**src/rtl/stack_unit.sv**
```systemverilog
// LIFO stack for PUSH/POP in the EX stage. A pop result is registered into
// the EX/DM boundary, and overflow/underflow are sticky status flags.
module stack_unit #(
   parameter int WIDTH = 32,
   parameter int DEPTH = 16,
   parameter int PTR_W = 4
) (
   input  logic             clk,
   input  logic             rst,
   input  logic             stall_EX_DM,
   input  logic             stack_push_ID_EX,
   input  logic             stack_pop_ID_EX,
   input  logic [WIDTH-1:0] stack_w_data_ID_EX,
   input  logic             clr_err,
   output logic [WIDTH-1:0] stack_EX_DM,
   output logic             stack_pop_EX_DM,
   output logic             stack_full,
   output logic             stack_empty,
   output logic             stack_ovfl,
   output logic             stack_unfl
);

   localparam logic [PTR_W:0] SP_MAX = (PTR_W+1)'(DEPTH);
   localparam logic [PTR_W:0] SP_ONE = {{PTR_W{1'b0}}, 1'b1};

   logic [DEPTH-1:0][WIDTH-1:0] mem;
   logic [PTR_W:0]              sp;
   logic [PTR_W:0]              sp_m1;
   logic [PTR_W-1:0]            wr_idx, top_idx;
   logic                        push, pop, push_only, pop_only, swap;
   logic                        ovfl_set, unfl_set;

   assign stack_full  = (sp == SP_MAX);
   assign stack_empty = (sp == '0);

   assign sp_m1   = sp - SP_ONE;
   assign wr_idx  = sp[PTR_W-1:0];
   assign top_idx = sp_m1[PTR_W-1:0];

   // All operations are gated by stall and reset here, so the registers below
   // only need to decode the operation class.
   assign push      = stack_push_ID_EX & ~stall_EX_DM & ~rst;
   assign pop       = stack_pop_ID_EX  & ~stall_EX_DM & ~rst;
   assign push_only = push & ~pop;
   assign pop_only  = pop & ~push;
   assign swap      = push & pop & ~stack_empty;
   assign ovfl_set  = push_only & stack_full;
   assign unfl_set  = pop_only & stack_empty;

   // Entry storage is deliberately left without reset.
   always_ff @(posedge clk) begin
      if (push_only && !stack_full)
         mem[wr_idx] <= stack_w_data_ID_EX;
      else if (swap)
         mem[top_idx] <= stack_w_data_ID_EX;
   end

   always_ff @(posedge clk) begin
      if (rst) begin
         sp              <= '0;
         stack_EX_DM     <= '0;
         stack_pop_EX_DM <= 1'b0;
         stack_ovfl      <= 1'b0;
         stack_unfl      <= 1'b0;
      end else if (!stall_EX_DM) begin
         stack_pop_EX_DM <= pop;
         if (pop) begin
            if (!stack_empty)   stack_EX_DM <= mem[top_idx];
            else if (push)      stack_EX_DM <= stack_w_data_ID_EX;
            else                stack_EX_DM <= '0;
         end
         if (push_only && !stack_full)     sp <= sp + SP_ONE;
         else if (pop_only && !stack_empty) sp <= sp_m1;
         // A set in the same cycle as clr_err wins.
         stack_ovfl <= ovfl_set | (stack_ovfl & ~clr_err);
         stack_unfl <= unfl_set | (stack_unfl & ~clr_err);
      end
   end

endmodule

```
**config.mk**
```make
export PLATFORM = sky130hd
export DESIGN_NAME = stack_unit
export DESIGN_NICKNAME = d
export VERILOG_FILES = /design/src/rtl/stack_unit.sv
export SDC_FILE = /design/constraint.sdc
export NUM_CORES = 1
export LEC_CHECK = 0
export BUFFER_PORTS_ARGS = -buffer_cell sky130_fd_sc_hd__buf_2
export CAP_MARGIN = 10
export CELL_PAD_IN_SITES_DETAIL_PLACEMENT = 0
export CELL_PAD_IN_SITES_GLOBAL_PLACEMENT = 1
export CORE_UTILIZATION = 43
export DETAILED_ROUTE_END_ITERATION = 12
export GPL_TIMING_DRIVEN = 0
export MAX_ROUTING_LAYER = met4
export PLACE_DENSITY_LB_ADDON = 0.1
export SLEW_MARGIN = 20
export SYNTH_ARGS = -nofsm -noshare
export SYNTH_HDL_FRONTEND = slang
export SYNTH_SLANG_ARGS = --single-unit
```
**constraint.sdc**
```tcl
create_clock -name clk -period 8.9 [get_ports clk]
set_input_delay 0 -clock clk [delete_from_list [all_inputs] [get_ports clk]]
set_output_delay 0 -clock clk [all_outputs]
set_load 0.01 [all_outputs]
```
==> impl_metrics.toml <==
[run_status]
status = "complete, no violations"

[layout]
syn_to_final_growth_pct = 16.25
final_common_cell = "edfxtp_1"
layout.nets = 1995
final_cell_area_sq_um = 29320
drive_gt1_frac = 0.1927
final_cell_mix = "edfxtp_1, and2_1, nand2_1, buf_2, mux4_2"
instances_no_fill = 2769
nFillCells = 5058

[global_routing]
grt_pass1_wl_microns = 108900
first_global_vias = 15650
overflow = 0
grt_usage = 0.2619
grt_max_degree = 20
antenna_found_initial = 1

[critical_path]
cp-end-kind = "register"
worst_ep_required_time_ps = 9380
crit_top_cell = "clkbuf_1"
critical_path_buf_inv_count = 6
cpMaxStageDelayCell = "clkbuf_1"
crit_fanout = 10
r2r_start = "sp[0]"
ff2ff_path_depth = 10
regToRegSetupSlack_ps = 3490
cp.arrival_ps = 5900
crit_family = "buffers and inverters"
r2r-end = "stack_EX_DM[28]"
path_cells = "buf_2 > buf_1 > inv_1 > ha_1 > clkbuf_1 > clkbuf_1 > clkbuf_1 > mux4_2 > mux2i_1 > o221ai_1"
start_kind = "register"
slowest_delay_ps = 910
critPathKind = "reg -> reg"

[placed_design]
post_dp_cell_area_sq_um = 27020
place_congestion = 0.8555
dp_cells = 2614
io_buffer_count = 73
hpwl_microns = 51820

[die]
row_count = 88
die_w_microns = 244.2
die_h_microns = 244.2
dieArea_sq_um = 59630
start_util = 0.4363
ios = 75
core_area_sq_um = 57810

[yosys]
synthArstFlopShare = 0
yosysTopAreaCell = "edfxtp_1"
syn-num-nets = 1800
netlist_instances = 1756
synth_edf_count = 512
synth-seq-cells = 552
avgSynthCellArea_sq_um = 14.36
yosysSeqAreaShare = 0.6413
yosysUniqueCellTypes = 46
netlist_area_sq_um = 25220
ys.flop_type = "edfxtp_1"
synthTopCellsByArea = "edfxtp_1, and2_1, mux4_2, dfxtp_1, nand2_1"
ys_warn_count = 0
yosysTopAreaCellShare = 0.6096

[clocking]
clock_tree.root_cell = "clkbuf_16"
cts_buffers = 60
postCtsSetupBuffers = 0
cts.sink_count = 552
cts_resized = 0
clkTransAtPathRegs_ps = 60
ctsHtreeMaxLevel = 2
clk_path_buf_depth = 3
clk_latency_ps = 630
cts_tree = "yes"
holdBufCountCts = 39

[sta]
fin_crit_ps = 5414
setup_violations = 0
relSlewSlack = 0.2332
finalHoldViolCount = 0
drv_slew = 0
rsz0062_at_grt = "no"
max_freq_mhz = 184.7
skew_ps = 13.01
post-route-period-util = 0.6083
worstMarginPinSlew_ps = 1150

[routing]
num_vias = 15390
ant_nets = 0
first_pass_iters = 5
routed_wirelength_microns = 74810
routedWlPerCell_microns = 27.02
initialDrtViolationCount = 1370
vias_per_cell = 5.559
drc_errors = 0

[hold_path]
hold_class = "in -> reg"
hp-start = "rst"
min_delay_path_depth = 3
hold_end = "sp[4]"

[job]
cap_violations = 0

[power]
ir_worst_vdd_mv = 0.1391
cellLeakagePower_nw = 10.06
p_per_area_nw_per_um2 = 199.5
[metrics by stage]
step	setup TNS, ps	utilization	total power (W)	hold WS, ps	worst slack [ps]
floorplan	0	-	0.003232	143.9	4037
global placement	-4097	0.4592	0.003447	298.8	-136.4
detailed placement	0	0.4675	0.003458	311.8	3587
CTS	0	0.5069	0.005881	85.90	3577
global route	0	0.5072	0.006008	144.8	3393
finish	0	0.5072	0.005849	90.36	3486
[registers in the layout, summed over array words and instances (netlist names)]
| register | cells |
|---|---|
| sp | 5 |
| stack_EX_DM | 32 |
| stack_pop_EX_DM | 1 |
| stack_unfl | 1 |
| mem | 512 |
| stack_ovfl | 1 |
[cell type report]
cell class	instances	area (sq um)	share of cell area
Inverter	4	15.01	0.0005121
Multi-Input combinational cell	1052	8512	0.2903
Tap cell	765	957.2	0.03265
Timing Repair Buffer	133	1129	0.03849
Clock inverter	35	241.5	0.008236
Clock buffer	79	1645	0.05612
Antenna cell	1	2.502	0.00008535
Buffer	148	641.9	0.02189
Sequential cell	552	16180	0.5517
[cell families after synthesis]
kind of cell	synth area share
AO/OA/AOI/OAI	0.03096
XOR/XNOR	0.002431
adder cells (fa/ha/maj)	0.002976
buffers and inverters	0.02599
flip-flops	0.6413
multiplexers	0.1158
AND/OR/NAND/NOR	0.1805
[report_power, final]
part	leakage [nW]	total [W]	switching [W]	internal, W
clock	0.927	0.00243	0.00106	0.00138
combinational	4.52	0.000562	0.000355	0.000207
sequential	4.61	0.00285	0.0000134	0.00284
total	10.1	0.00585	0.00142	0.00442
[worst max path at each step]
stage / start / end / slack, ps / cells past startpoint
final: sp[0] / stack_EX_DM[28] / 3490 / 10
after global routing: sp[0] / stack_EX_DM[28] / 3390 / 10
after CTS: sp[0] / stack_EX_DM[28] / 3580 / 10
after detailed placement: sp[0] / stack_EX_DM[28] / 3590 / 10
after global placement: sp[0] / mem[16] / -140 / 9
after floorplan: sp[0] / mem[0] / 4040 / 9
[synthesized netlist by cell type, types with 25 or more instances]
cell	count
mux2i_1	33
nor2b_1	53
a21oi_1	25
nand2_1	147
a32oi_1	28
and2_1	481
buf_2	60
clkbuf_1	82
edfxtp_1	512
nand3_1	31
dfxtp_1	40
mux4_2	114
[worst reg2reg max path, stage by stage (launching register included)]
cell      delay, ps
dfxtp_1         460
buf_2           330
buf_1           640
inv_1           310
ha_1            370
clkbuf_1        560
clkbuf_1        910
clkbuf_1        910
mux4_2          440
mux2i_1         210
o221ai_1        130
[per-layer routing]
| metal | wire length, microns | share of wire | GRT usage | vias to the layer above |
|---|---|---|---|---|
| li1 | - | - | - | 6822 |
| met5 | 0 | 0 | - | - |
| met1 | 32310 | 0.43 | 0.3493 | 8004 |
| met2 | 37280 | 0.50 | 0.4330 | 474 |
| met4 | 1314 | 0.018 | 0.05827 | 0 |
| met3 | 3894 | 0.052 | 0.02875 | 94 |
(Power assumes the default switching activity.)
